--- src/rtl/mem_arb_pkg.sv ---
// Shared encodings for the two-requester memory read-port arbiter:
// FSM states and grant/owner identifiers.
package mem_arb_pkg;

  typedef enum logic [1:0] {
    ST_IDLE = 2'd0,
    ST_WAIT = 2'd1,
    ST_RESP = 2'd2
  } arbState_t;

  localparam logic GNT_A = 1'b0;
  localparam logic GNT_B = 1'b1;

endpackage

--- src/rtl/rr_arbiter2.sv ---
// Combinational two-way round-robin pick: a lone requester always wins,
// a tie goes to the requester that was not granted last.
module rr_arbiter2
  import mem_arb_pkg::*;
(
  input  logic reqA,
  input  logic reqB,
  input  logic lastGrant,
  output logic gntA,
  output logic gntB
);

  assign gntA = reqA && (!reqB || (lastGrant == GNT_B));
  assign gntB = reqB && (!reqA || (lastGrant == GNT_A));

endmodule

--- src/rtl/mem_port_arbiter.sv ---
// Shares one memory read port between requesters A and B, one read in flight.
// Optional WAIT timeout with error response is built when ARB_TIMEOUT_EN is defined.
module mem_port_arbiter
  import mem_arb_pkg::*;
#(
  parameter int ADDR_W       = 32,
  parameter int DATA_W       = 32,
  parameter bit PRIO_A_FIRST = 1'b1,
  parameter int TIMEOUT      = 16
) (
  input  logic              clk,
  input  logic              rst,
  input  logic              reqValidA,
  input  logic [ADDR_W-1:0] reqAddrA,
  output logic              reqReadyA,
  output logic              respValidA,
  output logic [DATA_W-1:0] respDataA,
  output logic              respErrA,
  input  logic              reqValidB,
  input  logic [ADDR_W-1:0] reqAddrB,
  output logic              reqReadyB,
  output logic              respValidB,
  output logic [DATA_W-1:0] respDataB,
  output logic              respErrB,
  output logic              memReq,
  output logic [ADDR_W-1:0] memAddr,
  input  logic              memReady,
  input  logic              memReadValid,
  input  logic [ADDR_W-1:0] memAddrOut,
  input  logic [DATA_W-1:0] memDout
);

  // Handshake: a request transfers in the cycle reqValid && reqReady are both high;
  // reqReady is combinational and only asserted in IDLE with memReady high.
  // Responses are single-cycle respValid pulses with no back-pressure.

  localparam logic RESET_GRANT = PRIO_A_FIRST ? GNT_B : GNT_A;

  arbState_t         state, stateNext;
  logic              lastGrant, owner;
  logic [ADDR_W-1:0] addrReg, winAddr;
  logic [DATA_W-1:0] dataA, dataB;
  logic              errReg;
  logic              gntA, gntB;
  logic              grant, match, timeoutHit, finish;

  rr_arbiter2 uArb (
    .reqA      (reqValidA),
    .reqB      (reqValidB),
    .lastGrant (lastGrant),
    .gntA      (gntA),
    .gntB      (gntB)
  );

  assign grant   = !rst && (state == ST_IDLE) && memReady && (gntA || gntB);
  assign winAddr = gntB ? reqAddrB : reqAddrA;
  assign match   = memReadValid && (memAddrOut == addrReg);
  assign finish  = (state == ST_WAIT) && (match || timeoutHit);

  always_comb begin
    stateNext = state;
    reqReadyA = 1'b0;
    reqReadyB = 1'b0;
    memReq    = 1'b0;
    memAddr   = addrReg;
    unique case (state)
      ST_IDLE: begin
        memAddr = '0;
        if (grant) begin
          reqReadyA = gntA;
          reqReadyB = gntB;
          memReq    = 1'b1;
          memAddr   = winAddr;
          stateNext = ST_WAIT;
        end
      end
      ST_WAIT: if (match || timeoutHit) stateNext = ST_RESP;
      ST_RESP: stateNext = ST_IDLE;
      default: stateNext = ST_IDLE;
    endcase
  end

  always_ff @(posedge clk or posedge rst) begin
    if (rst) begin
      state     <= ST_IDLE;
      lastGrant <= RESET_GRANT;
      owner     <= GNT_A;
      addrReg   <= '0;
      dataA     <= '0;
      dataB     <= '0;
      errReg    <= 1'b0;
    end else begin
      state <= stateNext;
      if (grant) begin
        addrReg <= winAddr;
        owner   <= gntB ? GNT_B : GNT_A;
      end
      // A matching beat in the limit cycle wins over the timeout.
      if (finish) begin
        errReg <= !match;
        if (owner == GNT_A) dataA <= match ? memDout : '0;
        else                dataB <= match ? memDout : '0;
      end
      if (state == ST_RESP) lastGrant <= owner;
    end
  end

`ifdef ARB_TIMEOUT_EN
  localparam int CNT_W = (TIMEOUT > 2) ? $clog2(TIMEOUT) : 1;
  logic [CNT_W-1:0] waitCnt;

  assign timeoutHit = (state == ST_WAIT) && !match && (waitCnt == CNT_W'(TIMEOUT - 1));

  always_ff @(posedge clk or posedge rst) begin
    if (rst)                                           waitCnt <= '0;
    else if (state == ST_WAIT && stateNext == ST_WAIT) waitCnt <= waitCnt + CNT_W'(1);
    else                                               waitCnt <= '0;
  end
`else
  assign timeoutHit = 1'b0;
`endif

  assign respValidA = (state == ST_RESP) && (owner == GNT_A);
  assign respValidB = (state == ST_RESP) && (owner == GNT_B);
  assign respErrA   = respValidA && errReg;
  assign respErrB   = respValidB && errReg;
  assign respDataA  = dataA;
  assign respDataB  = dataB;

endmodule

--- config.mk ---
export PLATFORM = sky130hd
export DESIGN_NAME = mem_port_arbiter
export DESIGN_NICKNAME = d
export VERILOG_FILES = /design/src/rtl/mem_arb_pkg.sv /design/src/rtl/rr_arbiter2.sv /design/src/rtl/mem_port_arbiter.sv
export SDC_FILE = /design/constraint.sdc
export NUM_CORES = 1
export LEC_CHECK = 0
export CORE_MARGIN = 3
export CORE_UTILIZATION = 44
export CTS_BUF_LIST = sky130_fd_sc_hd__clkbuf_16
export DETAILED_ROUTE_END_ITERATION = 7
export GPL_TIMING_DRIVEN = 0
export PLACE_DENSITY = 0.86
export SLEW_MARGIN = 20
export SYNTH_ARGS = -nofsm -noshare
export SYNTH_HDL_FRONTEND = slang
export SYNTH_HIERARCHICAL = 1
export SYNTH_SLANG_ARGS = --single-unit
--- constraint.sdc ---
create_clock -name clk -period 7.6 [get_ports clk]
set_clock_uncertainty 0.05 [all_clocks]
set_input_delay 1.52 -clock clk [delete_from_list [all_inputs] [get_ports clk]]
set_output_delay 1.52 -clock clk [all_outputs]
set_load 0.02 [all_outputs]
==> flow_summary.toml, run 1 <==
[status]
status = "completed"

[final_layout]
mostFrequentLayoutCells = "236 x clkdlybuf4s50_1, 100 x dfrtp_1, 65 x a21o_1"
layout.nets = 773
area.growth.synth_to_final_pct = 58.8
regArea_um2 = 2530
design_area_um2 = 7750
drive_above_1_share_pct = 13.7
layout.cells.non_filler = 780
multi_input_comb_area_um2 = 2210
antenna_cells = 0
mostFrequentLayoutCell = "clkdlybuf4s50_1"
nFillCells = 773
utilization_pct = 73.5

[cts]
post-cts-setup-buffer-count = 0
clock-sinks = 101
insertion_delay_ns = 0.33
cts_max_path_buffers = 2
cts-buffers-inserted = 9
ctsHoldBuffers = 0
clk_pin_slew_ns = 0.06
clock-root-buffer = "clkbuf_16"
ctsResizeCount = 0
htree_levels = 3
tritoncts = "done"

[die]
initial_core_util_pct = 46.3
die_h_um = 111
row_count = 37
die_w_um = 111
coreArea_um2 = 10600
ios = 237
fp.dieArea_um2 = 12400

[yosys]
synth-edff-count = 0
synth-simple-area-share_pct = 7.46
syn-num-nets = 525
synthAdderAreaFrac_pct = 0
synth_compound_area_share_pct = 10.8
synth-warning-count = 6
syn_inst = 391
muxShareOfSynthArea_pct = 21.3
yosys.cell_types.count = 33
synth_top_family_by_area = "multiplexers"
synth-xor-area-share_pct = 5.74
synth_ff_type = "dfrtp_1"
ys_seq_area_share_pct = 51.8
netlist_area_um2 = 4880
ys_seq_elements = 101
synthArstFlopShare_pct = 100
avgSynthCellArea_um2 = 12.5

[timing]
report.final.slew_viol_count = 0
rsz0062_at_grt = "no"
fmax_mhz = 168
tightestPinTransition_ns = 0.915
setup_tns_ns = 0
slew_headroom_pct = 39.0
period_share_pct = 78.3
min_period_ns = 5.95
hold_violations = 0
setup_viol_count_final = 0
whs_ns = 0.442

[critical_path]
cp_slowest_cell = "clkbuf_1"
crit_type = "in -> out"
startpoint_type = "primary input"
cp.buffers_inverters = 4
cp_top_family = "buffers and inverters"
path_max_fanout = 10
path_cells = "clkdlybuf4s50_1 > a21boi_0 > clkbuf_1 > clkbuf_1 > mux2i_1 > nor2_1 > a21o_1 > clkdlybuf4s50_1"
worstSetupEndpointType = "primary output"
cp.arrival_ns = 4.38
cp_slowest_stage_delay_ns = 0.73
worstPathRequired_ns = 6.03

[drt]
drt_iter0_markers = 144
vias = 4010
drt-total-wl_um = 14300
avgViaCountPerCell = 5.14
wl_per_cell_um = 18.3
drc = 0
drt_pass1_iterations = 4
ant_nets = 0

[pwr]
p_per_area_nw_per_um2 = 152
p_leak_nw = 4.05
ir_worst_vdd_v = 0.000138

[place]
placed_area_um2 = 7450
port_buffers = 236
dpl.hpwl_um = 11500
place_inst = 764
gp_congestion = 0.871

[grt]
grt_util_all_layers_pct = 22.6
grt-ovfl-total = 0
antenna_found_initial = 0
grt_max_degree = 53
grt_pass1_wl_um = 22500
grt_pass1_vias = 4261

[min_path]
min_path_type = "reg -> reg"

[job]
cap_violations = 0
Yosys cell counts, types with 2 or more instances:
cell type	count	share of area, %
clkbuf_1	13	1.0
mux2i_1	32	6.6
mux2_2	58	13
nor2_1	34	2.6
a21o_1	65	10
nor4_4	2	0.87
nand2_1	3	0.23
dfrtp_1	100	51
and2_1	4	0.51
buf_1	2	0.15
mux2_1	6	1.4
xor2_1	29	5.2
inv_1	4	0.31
buf_6	6	1.4
nor3b_1	2	0.31
xnor2_1	3	0.54
nor3_1	2	0.21
nor4_1	9	1.2
o21ai_0	2	0.21
nand2b_1	2	0.26
path summary, 6_finish.rpt:
check,start,end,slack [ns],depth (start not counted)
setup reg to reg,addrReg[28]$_DFFE_PP0P_,respDataA[24]$_DFFE_PP0P_,4.90,6
max in group asynchronous,rst,lastGrant$_DFFE_PP1N_,5.27,3
min in group asynchronous,rst,addrReg[5]$_DFFE_PP0P_,1.58,2
setup / recovery,reqValidB,memAddr[7],1.65,8
hold / removal,respDataB[30]$_DFFE_PP0P_,respDataB[30]$_DFFE_PP0P_,0.44,1
hold reg to reg,respDataB[30]$_DFFE_PP0P_,respDataB[30]$_DFFE_PP0P_,0.44,1
registers in the layout, summed over array words and instances (netlist names):
name,flops
addrReg,32
respDataA,32
respDataB,32
state,2
errReg,1
lastGrant,1
owner,1
worst register-to-register path, cell delays in order (launching register included):
cell,delay [ns]
dfrtp_1,0.41
xor2_1,0.17
nor4_1,0.47
nand4_2,0.33
nor4_4,0.57
buf_6,0.23
mux2_2,0.35
where the power goes:
group	leakage [nW]	total (mW)	switching [mW]	internal (mW)
sequential	1.39	0.551	0.00721	0.544
combinational	2.51	0.157	0.0592	0.0981
clock	0.153	0.469	0.208	0.261
total	4.05	1.18	0.274	0.904
cell type report:
cell class              instances  share of cell area, %
multi-input cells             265                   28.6
clock inverters                 7                   1.05
well taps                     136                   2.19
repair buffers                237                   30.8
clock buffers                   9                   2.90
plain buffers                  21                   1.60
inverters                       4                  0.258
flip-flops and latches        101                   32.6
logic make-up (layout without fill, tap and decap cells):
| family | count (synthesis) | after routing |
|---|---|---|
| flip-flops | 101 | 101 |
| multiplexers | 96 | 96 |
| AO/OA/AOI/OAI | 71 | 71 |
| AND/OR/NAND/NOR | 66 | 66 |
| XOR/XNOR | 32 | 32 |
| buffers and inverters | 25 | 278 |
through the flow:
step | worst slack (ns) | total power, mW
global route | 1.41 | 1.22
global placement | 1.67 | 0.715
finish | 1.65 | 1.18
detailed placement | 1.62 | 0.720
floorplan | 3.08 | 0.618
CTS | 1.62 | 1.19
per-layer routing:
layer  GRT usage, %  share of wire [%]
met2           41.4                 53
met3           5.05                6.5
met1           26.9                 39
met5              0                  0
met4           5.68                1.5
(Power assumes the default switching activity.)
==> inputs of run 2 (changes only) <==
--- a/config.mk
+++ b/config.mk
@@ -6,11 +6,11 @@
 export NUM_CORES = 1
 export LEC_CHECK = 0
 export CORE_MARGIN = 3
-export CORE_UTILIZATION = 44
+export CORE_UTILIZATION = 37
 export CTS_BUF_LIST = sky130_fd_sc_hd__clkbuf_16
 export DETAILED_ROUTE_END_ITERATION = 7
 export GPL_TIMING_DRIVEN = 0
-export PLACE_DENSITY = 0.86
+export PLACE_DENSITY = 0.77
 export SLEW_MARGIN = 20
 export SYNTH_ARGS = -nofsm -noshare
 export SYNTH_HDL_FRONTEND = slang
==> constraint.sdc (replaced) <==
create_clock -name clk -period 5.2 [get_ports clk]
set_clock_uncertainty 0.05 [all_clocks]
set_input_delay 1.04 -clock clk [delete_from_list [all_inputs] [get_ports clk]]
set_output_delay 1.04 -clock clk [all_outputs]
set_load 0.02 [all_outputs]
==> flow_summary.toml, run 2 (same netlist as run 1, synthesis figures left out) <==
[place]
placed_area_um2 = 7490
dpl.hpwl_um = 11700
pre_cts_ws_ns = 0.111
place_inst = 800
gp_congestion = 0.860
port_buffers = 236

[drt]
avgViaCountPerCell = 4.92
drt_iter0_markers = 192
vias = 4017
drc = 0
drt_pass1_iterations = 4
drt-total-wl_um = 14600
wl_per_cell_um = 17.9
ant_nets = 0

[min_path]
hold_end = "respDataB[2]$_DFFE_PP0P_"
holdPathStages = 1
min_path_type = "reg -> reg"
min_from = "respDataB[2]$_DFFE_PP0P_"

[grt]
grt_util_all_layers_pct = 19.7
grt_max_degree = 58
antenna_found_initial = 0
grt_pass1_wl_um = 22500
grt-ovfl-total = 0
grt_pass1_vias = 4320

[critical_path]
crit_type = "in -> out"
worstSetupEndpointType = "primary output"
reg2reg_from = "addrReg[20]$_DFFE_PP0P_"
startpoint_type = "primary input"
cp.arrival_ns = 3.84
path_max_fanout = 10
reg2regPathDepth = 6
worstPathRequired_ns = 4.11
rr_endpoint = "respDataB[1]$_DFFE_PP0P_"
r2r_setup_slack_ns = 2.48

[pwr]
sw_frac_of_total_pct = 23.7
p_per_area_nw_per_um2 = 222
p_int_mw = 1.32
p_leak_nw = 4.05
p_seq_share_pct = 46.5
pwr-share-comb_pct = 13.3
p_clk_share_pct = 40.1
ir_worst_vdd_v = 0.000150
p_sw_mw = 0.411

[cts]
clock-root-buffer = "clkbuf_16"
clock-sinks = 101
insertion_delay_ns = 0.34
tritoncts = "done"
cts_max_path_buffers = 2
cts-buffers-inserted = 9
ctsHoldBuffers = 0
htree_levels = 3
clk_pin_slew_ns = 0.07

[die]
fp.dieArea_um2 = 14600
coreArea_um2 = 12800
die_h_um = 121
row_count = 41
initial_core_util_pct = 38.2
ios = 237
die_w_um = 121

[job]
cap_violations = 0

[status]
status = "completed"

[final_layout]
utilization_pct = 61.1
layout.cells.non_filler = 816
mostFrequentLayoutCells = "236 x clkdlybuf4s50_1, 100 x dfrtp_1, 65 x a21o_1"
design_area_um2 = 7800
antenna_cells = 0
nFillCells = 1013
layout.nets = 773
area.growth.synth_to_final_pct = 59.8
drive_above_1_share_pct = 14.1
mostFrequentLayoutCell = "clkdlybuf4s50_1"

[timing]
rsz0062_at_grt = "no"
hold_violations = 0
fmax_mhz = 203
setup_tns_ns = 0
min_period_ns = 4.93
slew_headroom_pct = 47.6
report.final.slew_viol_count = 0
period_share_pct = 94.9
setup_viol_count_final = 0
setup_ws_ns = 0.268
tightestPinTransition_ns = 0.786
-- run 2: cell types whose count changed in the layout (fill, tap and decap cells not counted) --
cell and change:
clkinvlp_4 +1, inv_6 -2, inv_8 +1, buf_1 -1, clkbuf_1 -2, clkbuf_2 +3
-- run 2: through the flow --
step / power [mW] / hold WS, ns
after floorplan: 0.903 / 0.425
after global placement: 1.05 / 0.417
after detailed placement: 1.05 / 0.433
after CTS: 1.75 / 0.450
after global routing: 1.79 / 0.466
final: 1.73 / 0.445
-- run 2: what timing repair did --
action | CTS | global route
setup endpoints to repair | 0 | 17
buffers inserted | 0 | 0
resized for setup | 0 | 7
-- run 2: worst max-delay path by stage --
| stage | startpoint | end | slack [ns] |
|---|---|---|---|
| 4_1_cts | reqValidB | memAddr[5] | 0.10 |
| 5_1_grt | reqValidA | memReq | 0.06 |
| 3_3_place_gp | rst | respDataA[19]$_DFFE_PP0P_ | -0.02 |
| 2_1_floorplan | rst | addrReg[0]$_DFFE_PP0P_ | 1.46 |
| 6_report | reqValidA | memReq | 0.27 |
| 3_5_place_dp | reqValidB | memAddr[5] | 0.11 |
-- run 2: final cells by class --
class | count | area [um^2] | share of cell area [%]
Buffer | 21 | 128 | 1.64
Clock buffer | 9 | 225 | 2.89
Clock inverter | 7 | 82.6 | 1.06
Inverter | 4 | 20.0 | 0.257
Multi-Input combinational cell | 265 | 2210 | 28.4
Sequential cell | 101 | 2530 | 32.4
Tap cell | 172 | 215 | 2.76
Timing Repair Buffer | 237 | 2390 | 30.6
-- run 2: power by group through the flow --
stage	registers, mW	logic, mW	clock network (mW)
after global placement	0.820	0.226	0
after global routing	0.807	0.248	0.740
after CTS	0.806	0.234	0.713
final	0.806	0.231	0.695
after detailed placement	0.821	0.232	0
after floorplan	0.818	0.0842	0
-- run 2: layer usage --
layer	share of wire, %	vias up	routed length (um)	GRT usage, %
met4	2.4	0	346	6.94
met5	0	-	0	0
met1	42	1960	6060	24.1
met3	7.5	21	1090	5.45
li1	-	1873	-	-
met2	49	163	7090	33.3
-- run 2: critical path: stages --
cell	delay, ns
clkdlybuf4s50_1	0.49
a21boi_0	0.09
clkbuf_1	0.23
o21ai_0	0.37
clkbuf_1	0.40
clkbuf_1	0.53
inv_1	0.11
clkdlybuf4s50_1	0.57
